File: src/rtl/fetch_stage.sv
// -----------------------------------------------------------------------------
// fetch_stage
//
// Instruction-fetch stage of a MIPS-style five-stage pipeline. Holds the fetch
// PC, presents it to the instruction memory and forwards the returned
// instruction plus fetch-time exception information to the F/D register.
//
// Next-PC priority (highest first):
//   reset        -> 0x0000_3000 (first instruction of the user program)
//   Req          -> 0x0000_4180 (exception/interrupt handler entry)
//   Stall        -> hold
//   EretD        -> EPC          (eret has no delay slot)
//   BranchTakenD -> BranchTarget (instruction now in F is the delay slot)
//   otherwise    -> PCF + 4      (wraps modulo 2^32)
//
// Ports
//   clk          in   1  clock, all state on the rising edge
//   reset        in   1  synchronous, active-high reset
//   Req          in   1  exception/interrupt taken this cycle
//   Stall        in   1  hazard stall, hold the PC
//   EretD        in   1  eret sits in decode
//   EPC          in  32  eret return address
//   BranchTakenD in   1  branch/jump in decode is taken
//   BranchTarget in  32  target of the taken branch/jump
//   IsBJD        in   1  decode-stage instruction is a branch/jump
//   InstrIn      in  32  instruction memory read data for IAddr
//   IAddr        out 32  instruction memory address (= PCF)
//   PCF          out 32  fetch PC
//   IRF          out 32  fetched instruction (nop when squashed)
//   ExcCodeF     out  5  fetch exception code, 4 = AdEL, 0 = none
//   BDF          out  1  fetched instruction is in a branch delay slot
// -----------------------------------------------------------------------------
module fetch_stage (
  input  logic        clk,
  input  logic        reset,
  input  logic        Req,
  input  logic        Stall,
  input  logic        EretD,
  input  logic [31:0] EPC,
  input  logic        BranchTakenD,
  input  logic [31:0] BranchTarget,
  input  logic        IsBJD,
  input  logic [31:0] InstrIn,
  output logic [31:0] IAddr,
  output logic [31:0] PCF,
  output logic [31:0] IRF,
  output logic [4:0]  ExcCodeF,
  output logic        BDF
);

  localparam logic [31:0] RESET_PC   = 32'h0000_3000;
  localparam logic [31:0] HANDLER_PC = 32'h0000_4180;
  localparam logic [31:0] IMEM_LO    = 32'h0000_3000;
  localparam logic [31:0] IMEM_HI    = 32'h0000_6FFC;
  localparam logic [31:0] NOP_INSTR  = 32'h0000_0000;
  localparam logic [4:0]  EXC_NONE   = 5'd0;
  localparam logic [4:0]  EXC_ADEL   = 5'd4;

  // Source of the next fetch PC, resolved by priority.
  typedef enum logic [2:0] {
    SEL_RESET,
    SEL_HANDLER,
    SEL_HOLD,
    SEL_EPC,
    SEL_BRANCH,
    SEL_SEQ
  } pc_sel_e;

  pc_sel_e     pc_sel;
  logic [31:0] pc_d;
  logic [31:0] pc_q;
  logic        addr_misaligned;
  logic        addr_out_of_range;
  logic        fetch_fault;

  // ---------------------------------------------------------------------------
  // Next-PC selection
  // ---------------------------------------------------------------------------
  // NOTE: every always_comb output gets a default on entry so no path can
  // leave it unassigned and infer a latch.
  always_comb begin
    pc_sel = SEL_SEQ;
    if (reset) begin
      pc_sel = SEL_RESET;
    end else if (Req) begin
      pc_sel = SEL_HANDLER;
    end else if (Stall) begin
      pc_sel = SEL_HOLD;
    end else if (EretD) begin
      pc_sel = SEL_EPC;
    end else if (BranchTakenD) begin
      pc_sel = SEL_BRANCH;
    end
  end

  // Redirect targets are loaded without any alignment/range check; a bad
  // address faults as AdEL only once it is the fetch PC.
  always_comb begin
    pc_d = pc_q + 32'd4;
    unique case (pc_sel)
      SEL_RESET:   pc_d = RESET_PC;
      SEL_HANDLER: pc_d = HANDLER_PC;
      SEL_HOLD:    pc_d = pc_q;
      SEL_EPC:     pc_d = EPC;
      SEL_BRANCH:  pc_d = BranchTarget;
      SEL_SEQ:     pc_d = pc_q + 32'd4;
      default:     pc_d = pc_q + 32'd4;
    endcase
  end

  // NOTE: sequential state uses non-blocking assignment so every flop samples
  // its pre-edge value regardless of statement order.
  always_ff @(posedge clk) begin
    pc_q <= pc_d;
  end

  // ---------------------------------------------------------------------------
  // Fetch outputs
  // ---------------------------------------------------------------------------
  assign addr_misaligned   = (pc_q[1:0] != 2'b00);
  assign addr_out_of_range = (pc_q < IMEM_LO) || (pc_q > IMEM_HI);
  assign fetch_fault       = addr_misaligned || addr_out_of_range;

  assign PCF      = pc_q;
  assign IAddr    = pc_q;
  assign ExcCodeF = fetch_fault ? EXC_ADEL : EXC_NONE;

  // The word fetched alongside an eret in decode is squashed (no delay slot),
  // and a faulting fetch never injects real memory data into the pipeline.
  assign IRF = (fetch_fault || EretD) ? NOP_INSTR : InstrIn;

  // Delay-slot flag follows decode even for a faulting fetch, so the EPC
  // logic downstream can still point back at the branch.
  assign BDF = IsBJD;

endmodule

File: config.mk
export PLATFORM = sky130hd
export DESIGN_NAME = fetch_stage
export DESIGN_NICKNAME = d
export VERILOG_FILES = /design/src/rtl/fetch_stage.sv
export SDC_FILE = /design/constraint.sdc
export NUM_CORES = 1
export LEC_CHECK = 0
export CORE_MARGIN = 3
export CORE_UTILIZATION = 25
export CTS_BUF_LIST = sky130_fd_sc_hd__clkbuf_2
export CTS_CLUSTER_SIZE = 25
export DETAILED_ROUTE_END_ITERATION = 8
export PLACE_DENSITY = 0.67
export REMOVE_ABC_BUFFERS = 1
export SLEW_MARGIN = 20
export SYNTH_ARGS = -nofsm -noshare
export SYNTH_HDL_FRONTEND = slang
export SYNTH_SLANG_ARGS = --single-unit
File: constraint.sdc
create_clock -name clk -period 2.15 [get_ports clk]
set_input_delay 0.3225 -clock clk [delete_from_list [all_inputs] [get_ports clk]]
set_output_delay 0.3225 -clock clk [all_outputs]
set_load 0.005 [all_outputs]
==> impl_metrics.env <==
export IMPL_floorplan_die_width_um=107.8
export IMPL_ys_warnings_count=0
export IMPL_layout_cells_most_common_list="165 x sky130_fd_sc_hd__clkdlybuf4s50_1, 45 x sky130_fd_sc_hd__buf_4, 40 x sky130_fd_sc_hd__buf_6"
export IMPL_cts_made_buffers=5
export IMPL_final_layout_size_suffix_gt1_frac=0.2629
export IMPL_seqPwrFrac=0.412
export IMPL_cp_slowest_stage_delay_ns=0.46
export IMPL_switching_share=0.2605
export IMPL_yosysSeqAreaShare=0.3712
export IMPL_synth_seq_cells=32
export IMPL_drtIter0Drc=160
export IMPL_worst_path_slowest_cell="sky130_fd_sc_hd__edfxtp_1"
export IMPL_drt_pass1_iter_count=4
export IMPL_avgRoutedWirePerCell_um=16.71
export IMPL_tritoncts_num_sinks=32
export IMPL_power_frac_comb=0.361
export IMPL_synth_largest_area_cell="sky130_fd_sc_hd__edfxtp_1"
export IMPL_avgViaCountPerCell=4.607
export IMPL_setup_viol_count_final=33
export IMPL_grt_total_usage=0.1620
export IMPL_starting_utilization_of_the_core_area=0.2612
export IMPL_drv_slew=0
export IMPL_outcome="finished, violations left"
export IMPL_syn_mean_instance_area_um2=9.115
export IMPL_r2r_worst_path_cells=5
export IMPL_detailedPlace_worstSlack_ns=-0.2240
export IMPL_p_int_uw=1381
export IMPL_grt_max_degree=34
export IMPL_synth_cell_area_um2=2589
export IMPL_power_per_cell_area_nw_per_um2=366.0
export IMPL_max_clock_path_buffers=2
export IMPL_finish_net_count=605
export IMPL_timing_max_cap_violations=0
export IMPL_cts_hold_buf=0
export IMPL_placeableCoreArea_um2=9910
export IMPL_synth_top_cells_by_area="sky130_fd_sc_hd__edfxtp_1 37%, sky130_fd_sc_hd__buf_4 11%, sky130_fd_sc_hd__and2_1 8.9%"
export IMPL_crit_path_cell_trace="nor4_2 > and3_1 > nand4_1 > nor2_4 > buf_6 > buf_6 > buf_6 > buf_6 > and2_4 > buf_6"
export IMPL_port_buffers=198
export IMPL_place_gp_congestion=0.8245
export IMPL_holdCritPathClass="input pin to flip-flop"
export IMPL_hold_viol_final=0
export IMPL_top_level_ports=205
export IMPL_final_common_cell="sky130_fd_sc_hd__clkdlybuf4s50_1"
export IMPL_path_clk_slew_ns=0.19
export IMPL_drt_total_wl_mm=10.63
export IMPL_p_clk_frac=0.227
export IMPL_rows=36
export IMPL_crit_arrival_ns=2.35
export IMPL_critPathMostFrequentCell="sky130_fd_sc_hd__buf_6"
export IMPL_clk_insertion_delay_late_ns=0.39
export IMPL_syn_inst=284
export IMPL_ir_drop_v=0.0002800
export IMPL_synth_top_area_frac=0.3712
export IMPL_initial_antenna_violation_count=0
export IMPL_end_kind="primary output"
export IMPL_grt_pass1_wl_mm=14.86
export IMPL_place_hpwl_mm=7.845
export IMPL_drc=0
export IMPL_cts_root_buf="sky130_fd_sc_hd__clkbuf_2"
export IMPL_cts_htree_levels=2
export IMPL_finClkSkew_ns=0.01271
export IMPL_fillerInstances=916
export IMPL_setup_worst_path_class="flip-flop to primary output"
export IMPL_leakagePower_uw=0.002015
export IMPL_rsz_0062_raised_after_global_routing="true"
export IMPL_layout_core_utilization=0.5150
export IMPL_die_height_um=107.8
export IMPL_timing_critical_path_fanout_max=4
export IMPL_detail_route_antenna_nets=0
export IMPL_number_of_global_route_vias_before_repair=2885
export IMPL_max_freq_mhz=374.3
export IMPL_p_sw_uw=486.5
export IMPL_largest_register_ffs=32
export IMPL_die_area_um2=11610
export IMPL_route_vias_total=2930
export IMPL_finalWorstSetupSlack_ns=-0.5219
export IMPL_crit_path_start_kind="flip-flop"
export IMPL_hold_path_depth=2
export IMPL_layout_min_cycle_time_ns=2.672
export IMPL_area_growth_pct=97.15
export IMPL_grt_overflow_total=0
export IMPL_final_worst_path_cycle_share=1.243
export IMPL_worst_ep_required_time_ns=1.83
export IMPL_violations="setup timing"
export IMPL_tritoncts="yes"
export IMPL_synth_lib_cells_used_distinct=31
[final cells by class]
type                    count  area (um2)  area share
inverters                   3       11.26    0.002206
diodes                      1       2.502   0.0004903
flip-flops and latches     32       960.9      0.1883
multi-input cells         198        1366      0.2677
well taps                 133       166.4     0.03261
clock buffers               5       25.02    0.004903
clock inverters             3       42.54    0.008335
repair buffers            261        2529      0.4955
[through the flow]
step	total power, uW	instance area, um2	setup TNS, ns	hold slack, ns	cells
2_1_floorplan	927.6	2253	-8.853	0.5104	233
3_3_place_gp	1420	4748	-4.744	0.6450	608
3_5_place_dp	1429	4748	-5.025	0.6450	608
4_1_cts	1856	4858	-19.40	0.5778	620
5_1_grt	1951	5101	-16.44	0.5937	635
6_report	1868	5104	-13.50	0.5913	636
[synth_stat cells]
cell / n
sky130_fd_sc_hd__buf_4: 38
sky130_fd_sc_hd__and2_1: 37
sky130_fd_sc_hd__edfxtp_1: 32
sky130_fd_sc_hd__a22oi_1: 27
sky130_fd_sc_hd__o21ai_0: 25
sky130_fd_sc_hd__xor2_1: 17
sky130_fd_sc_hd__clkbuf_1: 15
sky130_fd_sc_hd__nand2_1: 12
sky130_fd_sc_hd__xnor2_1: 12
sky130_fd_sc_hd__nand4_1: 10
sky130_fd_sc_hd__nor2_1: 10
sky130_fd_sc_hd__nand3_1: 7
sky130_fd_sc_hd__nor3_1: 6
sky130_fd_sc_hd__and4_1: 5
sky130_fd_sc_hd__nor4_1: 5
sky130_fd_sc_hd__and3_1: 4
sky130_fd_sc_hd__a221oi_1: 3
sky130_fd_sc_hd__inv_1: 3
sky130_fd_sc_hd__o211ai_1: 3
sky130_fd_sc_hd__a22o_1: 2
sky130_fd_sc_hd__a21oi_1: 1
sky130_fd_sc_hd__and3b_1: 1
sky130_fd_sc_hd__buf_2: 1
sky130_fd_sc_hd__conb_1: 1
sky130_fd_sc_hd__ha_1: 1
sky130_fd_sc_hd__nand2b_1: 1
sky130_fd_sc_hd__nand3_2: 1
sky130_fd_sc_hd__nor3_2: 1
sky130_fd_sc_hd__o21ai_1: 1
sky130_fd_sc_hd__or3_4: 1
sky130_fd_sc_hd__or4_1: 1
[worst paths after layout]
check,startpoint,end,slack (ns)
setup / recovery,IAddr[19],IRF[1],-0.52
hold / removal,BranchTarget[1],IAddr[1],0.59
setup reg to reg,IAddr[4],IAddr[29],0.18
hold reg to reg,IAddr[2],IAddr[2],0.74
[critical path: cells and delay by family (launching register included)]
family | cells | cell delay, ns
buffers and inverters | 5 | 0.49
flip-flops | 1 | 0.46
AND/OR/NAND/NOR | 5 | 1.01
[power by group through the flow]
| stage | clock network [uW] | registers, uW | logic (uW) |
|---|---|---|---|
| after floorplan | 0 | 830 | 97.6 |
| after global placement | 0 | 780 | 640 |
| after detailed placement | 0 | 783 | 646 |
| after CTS | 435 | 769 | 653 |
| after global routing | 452 | 778 | 722 |
| final | 425 | 770 | 674 |
[kinds of logic (layout without fill, tap and decap cells)]
| family | Yosys count | count (layout) | synth area share |
|---|---|---|---|
| AND/OR/NAND/NOR | 102 | 102 | 0.2301 |
| AO/OA/AOI/OAI | 62 | 62 | 0.1561 |
| buffers and inverters | 57 | 272 | 0.1382 |
| flip-flops | 32 | 32 | 0.3712 |
| XOR/XNOR | 29 | 29 | 0.09811 |
| adder cells (fa/ha/maj) | 1 | 1 | 0.004832 |
| other | 1 | 5 | 0.001449 |
[timing repair]
item | in CTS | in global routing
pin swaps | 0 | 27
buffers inserted | 2 | 13
setup endpoints to repair | 33 | 36
resized for setup | 15 | 143
gates cloned | 2 | 2
[routing by layer]
| layer | vias up | part of all wire | track usage |
|---|---|---|---|
| li1 | 1429 | - | - |
| met2 | 110 | 0.52 | 0.2837 |
| met3 | 11 | 0.060 | 0.03359 |
| met1 | 1380 | 0.41 | 0.2065 |
| met5 | - | 0 | 0 |
| met4 | 0 | 0.0098 | 0.02976 |
Note: power is estimated with default switching activity, not from simulation.
